File: src/rtl/snd_bus_pkg.sv
// Shared definitions for the Z80 sound-CPU bus controller.
//   - Address map constants (base/mask pairs and single register addresses)
//   - Wait-state FSM encoding
//   - Decoded-region struct plus the address decode helper
package snd_bus_pkg;

    // Program ROM occupies everything below this address.
    localparam logic [15:0] ROM_LIMIT     = 16'hC000;
    localparam logic [15:0] RAM_BASE      = 16'hC000;
    localparam logic [15:0] RAM_MASK      = 16'hE000;
    localparam logic [15:0] CHIP_BASE     = 16'hE000;
    localparam logic [15:0] CHIP_MASK     = 16'hFC00;
    localparam logic [15:0] REPLY_ADDR    = 16'hF000;
    localparam logic [15:0] CMD_ADDR      = 16'hF002;
    localparam logic [15:0] INT_ACK_ADDR  = 16'hFA00;
    localparam logic [15:0] NMI_CTL_ADDR  = 16'hFC00;

    localparam logic [7:0]  UNMAPPED_DATA = 8'hFF;

    typedef enum logic [1:0] {
        WS_IDLE,
        WS_WAIT,
        WS_HOLD
    } wait_state_t;

    typedef struct packed {
        logic rom;
        logic ram;
        logic chip;
        logic reply;    // F000 write: reply latch
        logic cmd;      // F002 read: command latch
        logic int_ack;  // FA00 write: clears pending command
        logic nmi_ctl;  // FC00 write: NMI enable
    } bus_dec_t;

    // Pure address decode; callers gate with the access qualifier.
    function automatic bus_dec_t decode(input logic [15:0] a);
        bus_dec_t d;
        d.rom     = (a < ROM_LIMIT);
        d.ram     = ((a & RAM_MASK)  == RAM_BASE);
        d.chip    = ((a & CHIP_MASK) == CHIP_BASE);
        d.reply   = (a == REPLY_ADDR);
        d.cmd     = (a == CMD_ADDR);
        d.int_ack = (a == INT_ACK_ADDR);
        d.nmi_ctl = (a == NMI_CTL_ADDR);
        return d;
    endfunction

endpackage

File: src/rtl/snd_nmi_timer.sv
// Periodic NMI generator for the sound CPU.
//   CLK, nRESET : clock, async active-low reset
//   nmi_en      : pulses are only started while this is 1
//   nNMI        : active-low NMI, low for NMI_WIDTH cycles per request
// The divider free-runs from NMI_DIV-1 down to 0 regardless of nmi_en, so
// enabling the NMI does not re-phase the period.
module snd_nmi_timer #(
    parameter int unsigned NMI_DIV   = 4096,
    parameter int unsigned NMI_WIDTH = 32
) (
    input  logic CLK,
    input  logic nRESET,
    input  logic nmi_en,
    output logic nNMI
);
    import snd_bus_pkg::*;

    localparam int DIV_W = (NMI_DIV > 2) ? $clog2(NMI_DIV) : 1;
    localparam int PW    = $clog2(NMI_WIDTH + 1);

    logic [DIV_W-1:0] div_q;
    logic [PW-1:0]    pulse_q;

    always_ff @(posedge CLK or negedge nRESET) begin
        if (!nRESET) begin
            div_q   <= DIV_W'(NMI_DIV - 1);
            pulse_q <= '0;
        end else begin
            if (div_q == '0) div_q <= DIV_W'(NMI_DIV - 1);
            else             div_q <= div_q - 1'b1;

            // Enable is only looked at when a pulse starts; dropping it
            // mid-pulse lets the pulse run to completion.
            if (div_q == '0 && nmi_en) pulse_q <= PW'(NMI_WIDTH);
            else if (pulse_q != '0)    pulse_q <= pulse_q - 1'b1;
        end
    end

    assign nNMI = (pulse_q == '0);

endmodule

File: src/rtl/snd_bus_ctrl.sv
// Z80 sound-CPU bus controller.
//   CLK, nRESET                 : clock, async active-low reset
//   SDA, SDD_OUT                : Z80 address / write data
//   nMREQ, nRD, nWR             : Z80 strobes (nMREQ already refresh-gated)
//   ROM_DQ, RAM_DQ, CHIP_DQ     : read data sources
//   SDD_MUX                     : read data back to the Z80
//   nROMCS, nRAMCS, nCHIPCS     : active-low selects
//   nWAIT, nINT, nNMI           : Z80 control inputs
//   CMD_WR, CMD_DATA            : main-CPU command write
//   REPLY_DATA, CMD_PENDING     : reply byte and command handshake to main CPU
module snd_bus_ctrl #(
    parameter int unsigned WAIT_CYCLES = 2,
    parameter int unsigned NMI_DIV     = 4096,
    parameter int unsigned NMI_WIDTH   = 32
) (
    input  logic        CLK,
    input  logic        nRESET,
    input  logic [15:0] SDA,
    input  logic [7:0]  SDD_OUT,
    input  logic        nMREQ,
    input  logic        nRD,
    input  logic        nWR,
    input  logic [7:0]  ROM_DQ,
    input  logic [7:0]  RAM_DQ,
    input  logic [7:0]  CHIP_DQ,
    output logic [7:0]  SDD_MUX,
    output logic        nROMCS,
    output logic        nRAMCS,
    output logic        nCHIPCS,
    output logic        nWAIT,
    output logic        nINT,
    output logic        nNMI,
    input  logic        CMD_WR,
    input  logic [7:0]  CMD_DATA,
    output logic [7:0]  REPLY_DATA,
    output logic        CMD_PENDING
);
    import snd_bus_pkg::*;

    bus_dec_t    dec;
    logic        acc, acc_q;
    logic        wr_acc, wr_q, wr_stb;
    logic        chip_start;
    logic        nwait_low;
    wait_state_t state_q, state_d;
    logic [3:0]  cnt_q, cnt_d;
    logic        pend_q;
    logic [7:0]  cmd_q, reply_q;
    logic        nmi_en_q;

    assign acc    = ~nMREQ & (~nRD | ~nWR);
    assign dec    = decode(SDA);

    // One register write per access: fire only on the first edge that sees
    // the write strobe, however long nWR is held.
    assign wr_acc = acc & ~nWR;
    assign wr_stb = wr_acc & ~wr_q;

    // New 054539 access; also gated by reset so nWAIT releases while the
    // bus is still held during reset (acc_q is forced low then).
    assign chip_start = acc & ~acc_q & dec.chip & nRESET;

    assign nROMCS  = ~(acc & dec.rom);
    assign nRAMCS  = ~(acc & dec.ram);
    assign nCHIPCS = ~(acc & dec.chip);

    always_comb begin
        SDD_MUX = UNMAPPED_DATA;
        if (acc) begin
            if      (dec.rom)  SDD_MUX = ROM_DQ;
            else if (dec.ram)  SDD_MUX = RAM_DQ;
            else if (dec.chip) SDD_MUX = CHIP_DQ;
            else if (dec.cmd)  SDD_MUX = cmd_q;
        end
    end

    // Wait FSM. The entry cycle already drives nWAIT low, so it counts as
    // the first of WAIT_CYCLES; WAIT then lasts until the counter would
    // reach 1, giving exactly WAIT_CYCLES low cycles from the acc rise.
    always_comb begin
        state_d   = state_q;
        cnt_d     = cnt_q;
        nwait_low = 1'b0;
        case (state_q)
            WS_IDLE: begin
                if (chip_start) begin
                    nwait_low = 1'b1;
                    if (WAIT_CYCLES <= 1) begin
                        state_d = WS_HOLD;
                    end else begin
                        state_d = WS_WAIT;
                        cnt_d   = 4'(WAIT_CYCLES);
                    end
                end
            end
            WS_WAIT: begin
                if (!acc) begin
                    // Aborted access: release immediately.
                    state_d = WS_IDLE;
                end else begin
                    nwait_low = 1'b1;
                    cnt_d     = cnt_q - 4'd1;
                    if (cnt_q == 4'd2) state_d = WS_HOLD;
                end
            end
            WS_HOLD: begin
                if (!acc) state_d = WS_IDLE;
            end
            default: state_d = WS_IDLE;
        endcase
    end

    assign nWAIT = ~(nwait_low & nRESET);

    always_ff @(posedge CLK or negedge nRESET) begin
        if (!nRESET) begin
            state_q  <= WS_IDLE;
            cnt_q    <= '0;
            acc_q    <= 1'b0;
            wr_q     <= 1'b0;
            pend_q   <= 1'b0;
            cmd_q    <= '0;
            reply_q  <= '0;
            nmi_en_q <= 1'b0;
        end else begin
            state_q <= state_d;
            cnt_q   <= cnt_d;
            acc_q   <= acc;
            wr_q    <= wr_acc;

            // Main-CPU set takes priority over the Z80 acknowledge.
            if (CMD_WR)                    pend_q <= 1'b1;
            else if (wr_stb & dec.int_ack) pend_q <= 1'b0;

            if (CMD_WR)                  cmd_q    <= CMD_DATA;
            if (wr_stb & dec.reply)      reply_q  <= SDD_OUT;
            if (wr_stb & dec.nmi_ctl)    nmi_en_q <= SDD_OUT[0];
        end
    end

    assign nINT        = ~pend_q;
    assign CMD_PENDING = pend_q;
    assign REPLY_DATA  = reply_q;

    snd_nmi_timer #(
        .NMI_DIV   (NMI_DIV),
        .NMI_WIDTH (NMI_WIDTH)
    ) u_nmi (
        .CLK    (CLK),
        .nRESET (nRESET),
        .nmi_en (nmi_en_q),
        .nNMI   (nNMI)
    );

endmodule

File: config.mk
export PLATFORM = sky130hd
export DESIGN_NAME = snd_bus_ctrl
export DESIGN_NICKNAME = d
export VERILOG_FILES = /design/src/rtl/snd_bus_pkg.sv /design/src/rtl/snd_nmi_timer.sv /design/src/rtl/snd_bus_ctrl.sv
export SDC_FILE = /design/constraint.sdc
export NUM_CORES = 1
export LEC_CHECK = 0
export ABC_AREA = 1
export CAP_MARGIN = 20
export CELL_PAD_IN_SITES_DETAIL_PLACEMENT = 0
export CELL_PAD_IN_SITES_GLOBAL_PLACEMENT = 1
export CORE_UTILIZATION = 33
export CTS_CLUSTER_SIZE = 12
export DETAILED_ROUTE_END_ITERATION = 10
export PLACE_DENSITY_LB_ADDON = 0.05
export SETUP_SLACK_MARGIN = 0.1
export SKIP_LAST_GASP = 1
export SLEW_MARGIN = 20
export SYNTH_ARGS = -nofsm -noshare
export SYNTH_HDL_FRONTEND = slang
export SYNTH_HIERARCHICAL = 1
export SYNTH_SLANG_ARGS = --single-unit
File: constraint.sdc
create_clock -name CLK -period 1.48 [get_ports CLK]
set_input_delay 0.222 -clock CLK [delete_from_list [all_inputs] [get_ports CLK]]
set_output_delay 0.222 -clock CLK [all_outputs]
set_load 0.02 [all_outputs]
# After elaboration in Yosys (flattened, before gate mapping)
# Cells that the tools add are included.
totals:
  out_inout_bits: 23
  ff_bits: 44
  n_memories: 0
  word_cells: 82
  mem_bits_ro: 0
  latch_bits: 0
  mem_bits_rw: 0
  inputBits: 62
classes:
  add_sub_neg: 3
  mux: 21
  order_cmp: 1
  div: 0
  reduce_logical: 10
  mul: 0
  shifts: 0
  eq_ne: 13
  n_bitwise: 24
ops:
  columns: ["operator", "n"]
  rows:
  - ["$eq 16x16->1 const B", 4]
  - ["$mux 8", 5]
  - ["$lt 16x16->1 const B", 1]
  - ["$and 1x1->1", 13]
  - ["$logic_not 12->1", 1]
  - ["$mux 12", 1]
  - ["$mux 6", 2]
  - ["$sub 12x1->12 const B", 1]
  - ["$not 1->1", 10]
  - ["$mux 2", 4]
  - ["$mux 4", 2]
  - ["$pmux 4 s2", 1]
  - ["$eq 6x6->1 const B", 1]
  - ["$logic_not 6->1", 1]
  - ["$ne 2x2->1 const B", 3]
  - ["$pmux 2 s3", 1]
  - ["$reduce_and 3->1", 2]
  - ["$reduce_bool 2->1", 3]
  - ["$reduce_bool 6->1", 1]
  - ["$sub 6x1->6 const B", 1]
  - ["$eq 4x2->1 const B", 1]
  - ["$mux 1", 4]
  - ["$sub 4x1->4 const B", 1]
  - ["$eq 3x3->1 const B", 1]
  - ["other kinds (7)", 7]

# Depth between registers and ports, before layout
# Gate-level depths: netlist (run 1).
depth:
  depth_word: 10
  depth_mapped: 8

# Cells and area by module
# The synthesis (run 1) kept the hierarchy.
by_module_without_submodules:
  columns: ["module", "area_per_inst_um2", "cells_per_inst", "seq_area_each_um2", "n_inst"]
  rows:
  - ["snd_bus_ctrl", 1629.1, 224, 650.6, 1]
  - ["snd_nmi_timer", 1082.3, 144, 465.4, 1]

# Least setup slack after synthesis (run 1)
# OpenSTA, ideal clock, no wires.
synth_timing:
  path_type: "input to output"
  start: "input SDA[12]"
  end: "output SDD_MUX[0]"
  path_stages: 6
  slack_ns: 0.101
  arrival_time_ns: 1.157
  required_time_ns: 1.258
  path_cell_list: "nand3b_1 nor2_4 nor2_1 nand2_1 nand2_1 a21oi_1"
synth_between:
  elab_chain_len: 6
synth_lines:
  columns: ["item", "line", "rtl"]
  rows:
  - ["start: declaration", "snd_bus_ctrl.sv:18", "input logic [15:0] SDA,"]
  - ["parallel branches: the longest is 4 deep, another holds $lt 16x16->1", null, null]
  - ["$mux 8 (*)", "snd_bus_ctrl.sv:70", "if (dec.rom) SDD_MUX = ROM_DQ;"]
  - ["$mux 8 (*)", "snd_bus_ctrl.sv:69", "if (acc) begin"]
  - ["end: declaration", "snd_bus_ctrl.sv:26", "output logic [7:0] SDD_MUX,"]
# Every way passes the cells marked *.

# Final worst setup path (run 1)
layout_timing:
  start: "register state_q[1]"
  end: "output nWAIT"
layout_between:
  elab_chain_len: 4
layout_lines:
  columns: ["item", "line", "rtl"]
  rows:
  - ["start: declaration", "snd_bus_ctrl.sv:45", "wait_state_t state_q, state_d;"]
  - ["start signal: assignment", "snd_bus_ctrl.sv:126", "state_q <= state_d;"]
  - ["$eq 2x1->1 / $logic_not 2->1 (equally long branches)", "snd_bus_ctrl.sv:84", "case (state_q)"]
  - ["$pmux 1 s2 (*)", "snd_bus_ctrl.sv:84", null]
  - ["$and 1x1->1 (*)", "snd_bus_ctrl.sv:113", "assign nWAIT = ~(nwait_low & nRESET);"]
  - ["$not 1->1 (*)", "snd_bus_ctrl.sv:113", null]
  - ["end: declaration", "snd_bus_ctrl.sv:30", "output logic nWAIT,"]
# Every way passes the cells marked *; elsewhere a longest branch is shown, timed or not.

==> metrics.txt, run 1 <==
gr usage total 0.184; worst clock skew 8.56 ps; violated checks setup timing; Initial Utilization 0.346; final setup violating endpoints 9; drt first pass iters 4; core box area 0.00785 mm2; worst r2r src state_q[1]; chip width 92.6 um; post-synthesis sequential area ratio 0.412; die height 92.6 um; share of layout cells above drive strength 1 0.415; critical setup path kind reg2out; worst-path fanout max 3; 1st-iter DRT viols 64; CTS tree yes; vias in the first global route 2788; Routed WL 7450 um; synthesized flop and latch total 44; Layout Nets 583; unrepaired setup endpoints after global routing true; Post-synth EDFFs 0; number of port buffers 84; first-pass GRT wire length 12500 um; Syn Inst Count 368; R2R cell count 10; max_cap viols 0; Post-Place Cells 590; Placer Congestion 0.758; Synth Net Count 436; Worst R2R Setup Slack 150 ps; commonest cells after routing, fill and taps aside 80 x nand2_1, 56 x buf_4, 46 x inv_1; Clock Latency Late Sink 300 ps; Tcrit/Tclk final 1.03; Max clock buf depth 2; Routed wire per std cell 12.1 um; Layout Cells excl Fill 618; Syn Area/Cell 7.37 um2; H-tree levels 2; antenna diode count 0; status finished, violations left; cell area power density 780 mW/mm2; total clock sinks 44; CTS root buf clkbuf_8; Async S/R FF share, synth 1.00; Overflow after GRT 0; P_leak 2.21 nW; DRT antenna net count 0; Worst Hold Margin 136 ps; # IOs 85; Final Hold Fails 0; Row Count 32; Netlist cell types 32; commonest non-fill, non-tap cell in the layout nand2_1; via/cell ratio 4.47; Tmin final 1530 ps; fin. max-slew vios 0; Hold WC Path Type in2async; worst slew pin tran 571 ps; CTS buffer count 5; vias 2762; CP endpoint kind output pin; Final Worst Setup Slack -49.1 ps; Synth Flop Type dfrtp_1; Worst R2R End cnt_q[0]; slew margin rel. 0.619; pre-CTS setup slack -926 ps; die area 0.00858 mm2; cell area after synthesis 0.00271 mm2; hold_buf cts 0; Peak VDD IR 0.437 mV; initial antenna violation count 1; DP HPWL 5440 um; arrival time worst endpoint 1310 ps; largest net degree at the start of global routing 45; Reg clk slew, reported paths 100 ps; Worst Path Required 1260 ps; Max Clk Rate 654 MHz; yosys warns 6; CP Launch Type register; Syn-to-layout area delta 64.5%; Post-route DRC 0
## what timing repair did
item                                    4_1_cts  5_1_grt
setup buffers                                17        7
hold endpoints to repair                      0        0
pin swaps                                    35       22
gates resized for setup                     209       36
endpoints found under the setup margin       42       31
## critical path, stage by stage, from the launching register on
cell     delay (ps)
dfrtp_1         420
inv_2            90
nand2_4          60
nor2_4          120
inv_2            60
nand2_2          70
nand2_2          50
buf_6           120
## final cells by class
class                      instances  area, um2
fill                             765       3390
multi-input combinational        257       1610
timing repair buffer             143       1250
sequential                        44       1120
inverter                          64        248
tap                              102        128
clock buffer                       5       68.8
clock inverter                     3       45.0
## per-layer routing
metal  GRT usage  vias up  part of all wire
li1            -     1450                 -
met1       0.221     1258              0.44
met2       0.332       44              0.51
met3      0.0394        8             0.038
met4      0.0423        2            0.0081
met5           0        -            0.0017
## registers in the layout, indices dropped and copies added (netlist names)
signal         flops
nmi_en_q           1
cnt_q              4
wr_q               1
state_q            2
REPLY_DATA         8
acc_q              1
CMD_PENDING        1
cmd_q              8
u_nmi/pulse_q      6
u_nmi/div_q       12
## logic make-up (layout without fill, tap and decap cells)
group,Yosys count,after routing,share of synthesized area
AO/OA/AOI/OAI,39,39,0.0923
XOR/XNOR,2,2,0.00646
adder cells (fa/ha/maj),6,6,0.0277
buffers and inverters,67,215,0.0983
flip-flops,44,44,0.412
AND/OR/NAND/NOR,210,210,0.364
## worst max-delay path by stage
stage	startpoint	to	slack, ps	cells after the start
detailed placement	SDA[14]	SDD_MUX[5]	-930	9
floorplan	SDA[12]	SDD_MUX[0]	100	6
global placement	SDA[13]	SDD_MUX[7]	-900	8
global route	state_q[1]	nWAIT	-130	7
finish	state_q[1]	nWAIT	-50	7
CTS	state_q[1]	nWAIT	-60	5
## stage by stage
step,util,area (um2),power (mW),TNS [ps]
after floorplan,-,2710,1.91,0
after global placement,0.502,3940,2.40,-15160
final,0.568,4460,3.48,-241
after CTS,0.556,4360,3.50,-296
after global routing,0.568,4460,3.72,-900
after detailed placement,0.502,3940,2.41,-15360
## report_power, final
group	leakage (nW)	total [mW]	internal (mW)	switching, mW
registers	0.534	1.39	1.32	0.0707
logic	1.61	1.12	0.573	0.544
clock network	0.0591	0.972	0.511	0.462
## Yosys cell counts (4+ instances only)
master    count  area, um2
nor2_4        4       45.0
ha_1          6       75.1
nor2_2        5       31.3
o21ai_2       8       70.1
dfstp_2      12        315
inv_1        58        218
or2_2         5       31.3
o21ai_0      11       55.1
nand3_1      34        170
a21oi_1      10       50.1
nand4_1       4       25.0
inv_2         5       18.8
nor2_1       41        154
nand2_1     102        383
a221oi_1      5       43.8
dfrtp_1      32        801
No activity file was read; power rests on OpenSTA's default activity.
==> run 2: changes to the inputs <==
- CELL_PAD_IN_SITES_DETAIL_PLACEMENT: 0 -> 1
- CELL_PAD_IN_SITES_GLOBAL_PLACEMENT: 1 -> 2
- CORE_UTILIZATION: 33 -> 25
- HOLD_SLACK_MARGIN: default -> 0.08
- SKIP_LAST_GASP: 1 -> default
==> metrics.txt, run 2 (synthesis gave the netlist of run 1 again) <==
share of layout cells above drive strength 1 0.504; worst slew pin tran 604 ps; vias 3004; gr usage total 0.184; fin. max-slew vios 0; max_cap viols 0; Max clock buf depth 2; Max Clk Rate 650 MHz; final setup violating endpoints 4; unrepaired setup endpoints after global routing true; Post-route DRC 0; Layout Cells excl Fill 688; Routed WL 9640 um; Post-Place Cells 628; CP endpoint kind output pin; worst-path fanout max 3; cell chain of the critical path nor2_2 > nand4_1 > nand2_2 > nand2_2 > buf_6; worst clock skew 4.97 ps; antenna diode count 0; chip width 106 um; CTS tree yes; drt first pass iters 4; Clock Latency Late Sink 300 ps; # IOs 85; fill count 1241; Final Worst Setup Slack -58.0 ps; via/cell ratio 4.37; P_leak 2.43 nW; Worst Hold Margin 195 ps; Reg clk slew, reported paths 90 ps; Hold WC Path Type in2async; CP Launch Type register; commonest non-fill, non-tap cell in the layout buf_4; Tmin final 1540 ps; Syn-to-layout area delta 82.6%; largest net degree at the start of global routing 45; total clock sinks 44; delay-heaviest family, CP simple AND/OR/NAND/NOR gates; Final Hold Fails 0; vias in the first global route 3442; Overflow after GRT 0; largest reg by FF count u_nmi/div_q; commonest cells after routing, fill and taps aside 86 x buf_4, 66 x nand2_1, 44 x inv_1; 1st-iter DRT viols 50; Row Count 37; Peak VDD IR 0.407 mV; slew margin rel. 0.597; DRT antenna net count 0; die area 0.0113 mm2; violated checks setup timing; first-pass GRT wire length 16400 um; status finished, violations left; die height 106 um; number of port buffers 84; CP dominant cell by count nand2_2; CTS buffer count 5; arrival time worst endpoint 1320 ps; Layout Nets 619; core box area 0.0104 mm2; initial antenna violation count 0; H-tree levels 2; critical setup path kind reg2out; DP HPWL 6620 um; Initial Utilization 0.260; Crit path buffers/inverters 1; CTS root buf clkbuf_8; Slowest cell on crit path dfrtp_2; Final Util 0.475; max FFs per register 12; Tcrit/Tclk final 1.04; Critical Path Max Stage Delay 430 ps; Placer Congestion 0.750; cell area power density 709 mW/mm2; Worst Path Required 1260 ps; Routed wire per std cell 14.0 um
==> run 2: cell types whose count changed in the layout (fill, tap and decap cells not counted), moves of 3 or more <==
cell	previous run	this run
inv_4	1	4
buf_4	56	86
or2_4	1	5
buf_2	13	8
nand2_1	80	66
nand2_2	22	34
or2_2	4	0
nand3_2	10	14
nand3_1	23	18
buf_6	19	30
inv_2	16	12
==> run 2: worst paths after layout <==
check	startpoint	to	slack (ps)	cells past startpoint
max in group asynchronous	nRESET	state_q[0]	860	3
min in group CLK	nWR	wr_q	290	3
hold reg to reg	u_nmi/div_q[0]	u_nmi/div_q[0]	470	1
setup / recovery	state_q[0]	nWAIT	-60	5
hold / removal	nRESET	REPLY_DATA[3]	200	3
setup reg to reg	state_q[0]	cnt_q[0]	100	10
==> run 2: layer usage <==
metal | up-vias | part of all wire | track usage
li1 | 1524 | - | -
met1 | 1421 | 0.42 | 0.217
met2 | 48 | 0.52 | 0.329
met3 | 11 | 0.044 | 0.0411
met4 | 0 | 0.017 | 0.0565
met5 | - | 0 | 0
==> run 2: through the flow <==
| step | setup TNS, ps | area [um2] | power (mW) | worst slack [ps] |
|---|---|---|---|---|
| 2_1_floorplan | 0 | 2710 | 1.91 | 101 |
| 3_3_place_gp | -14950 | 4030 | 2.42 | -909 |
| 3_5_place_dp | -15130 | 4030 | 2.45 | -906 |
| 4_1_cts | -356 | 4680 | 3.48 | -80.0 |
| 5_1_grt | -601 | 4950 | 3.78 | -123 |
| 6_report | -153 | 4950 | 3.51 | -58.0 |
==> run 2: what timing repair did <==
action | CTS | global route
hold buffers | 0 | 0
hold endpoints to repair | 0 | 0
gates cloned | 1 | 0
buffers inserted | 51 | 7
endpoints found under the setup margin | 47 | 40
pin swaps | 41 | 33
resized for setup | 225 | 85
==> run 2: worst register-to-register path: cells and delay by family (launching register included) <==
family | cells | cell delay (ps)
AND/OR/NAND/NOR | 5 | 280
buffers and inverters | 5 | 590
flip-flops | 1 | 430
==> run 2: cell type report <==
type / count / area [um2] / share of cell area
flip-flops and latches: 44 / 1120 / 0.226
clock buffers: 7 / 86.3 / 0.0174
well taps: 136 / 170 / 0.0344
clock inverters: 1 / 7.51 / 0.00152
repair buffers: 178 / 1570 / 0.317
inverters: 64 / 267 / 0.0538
multi-input cells: 258 / 1740 / 0.351
==> run 2: report_power, final <==
| group | internal [mW] | total (mW) | leakage, nW | switching [mW] |
|---|---|---|---|---|
| Clock | 0.381 | 0.826 | 0.0445 | 0.445 |
| Sequential | 1.32 | 1.39 | 0.533 | 0.0745 |
| Combinational | 0.682 | 1.29 | 1.85 | 0.611 |
| Total | 2.38 | 3.51 | 2.43 | 1.13 |
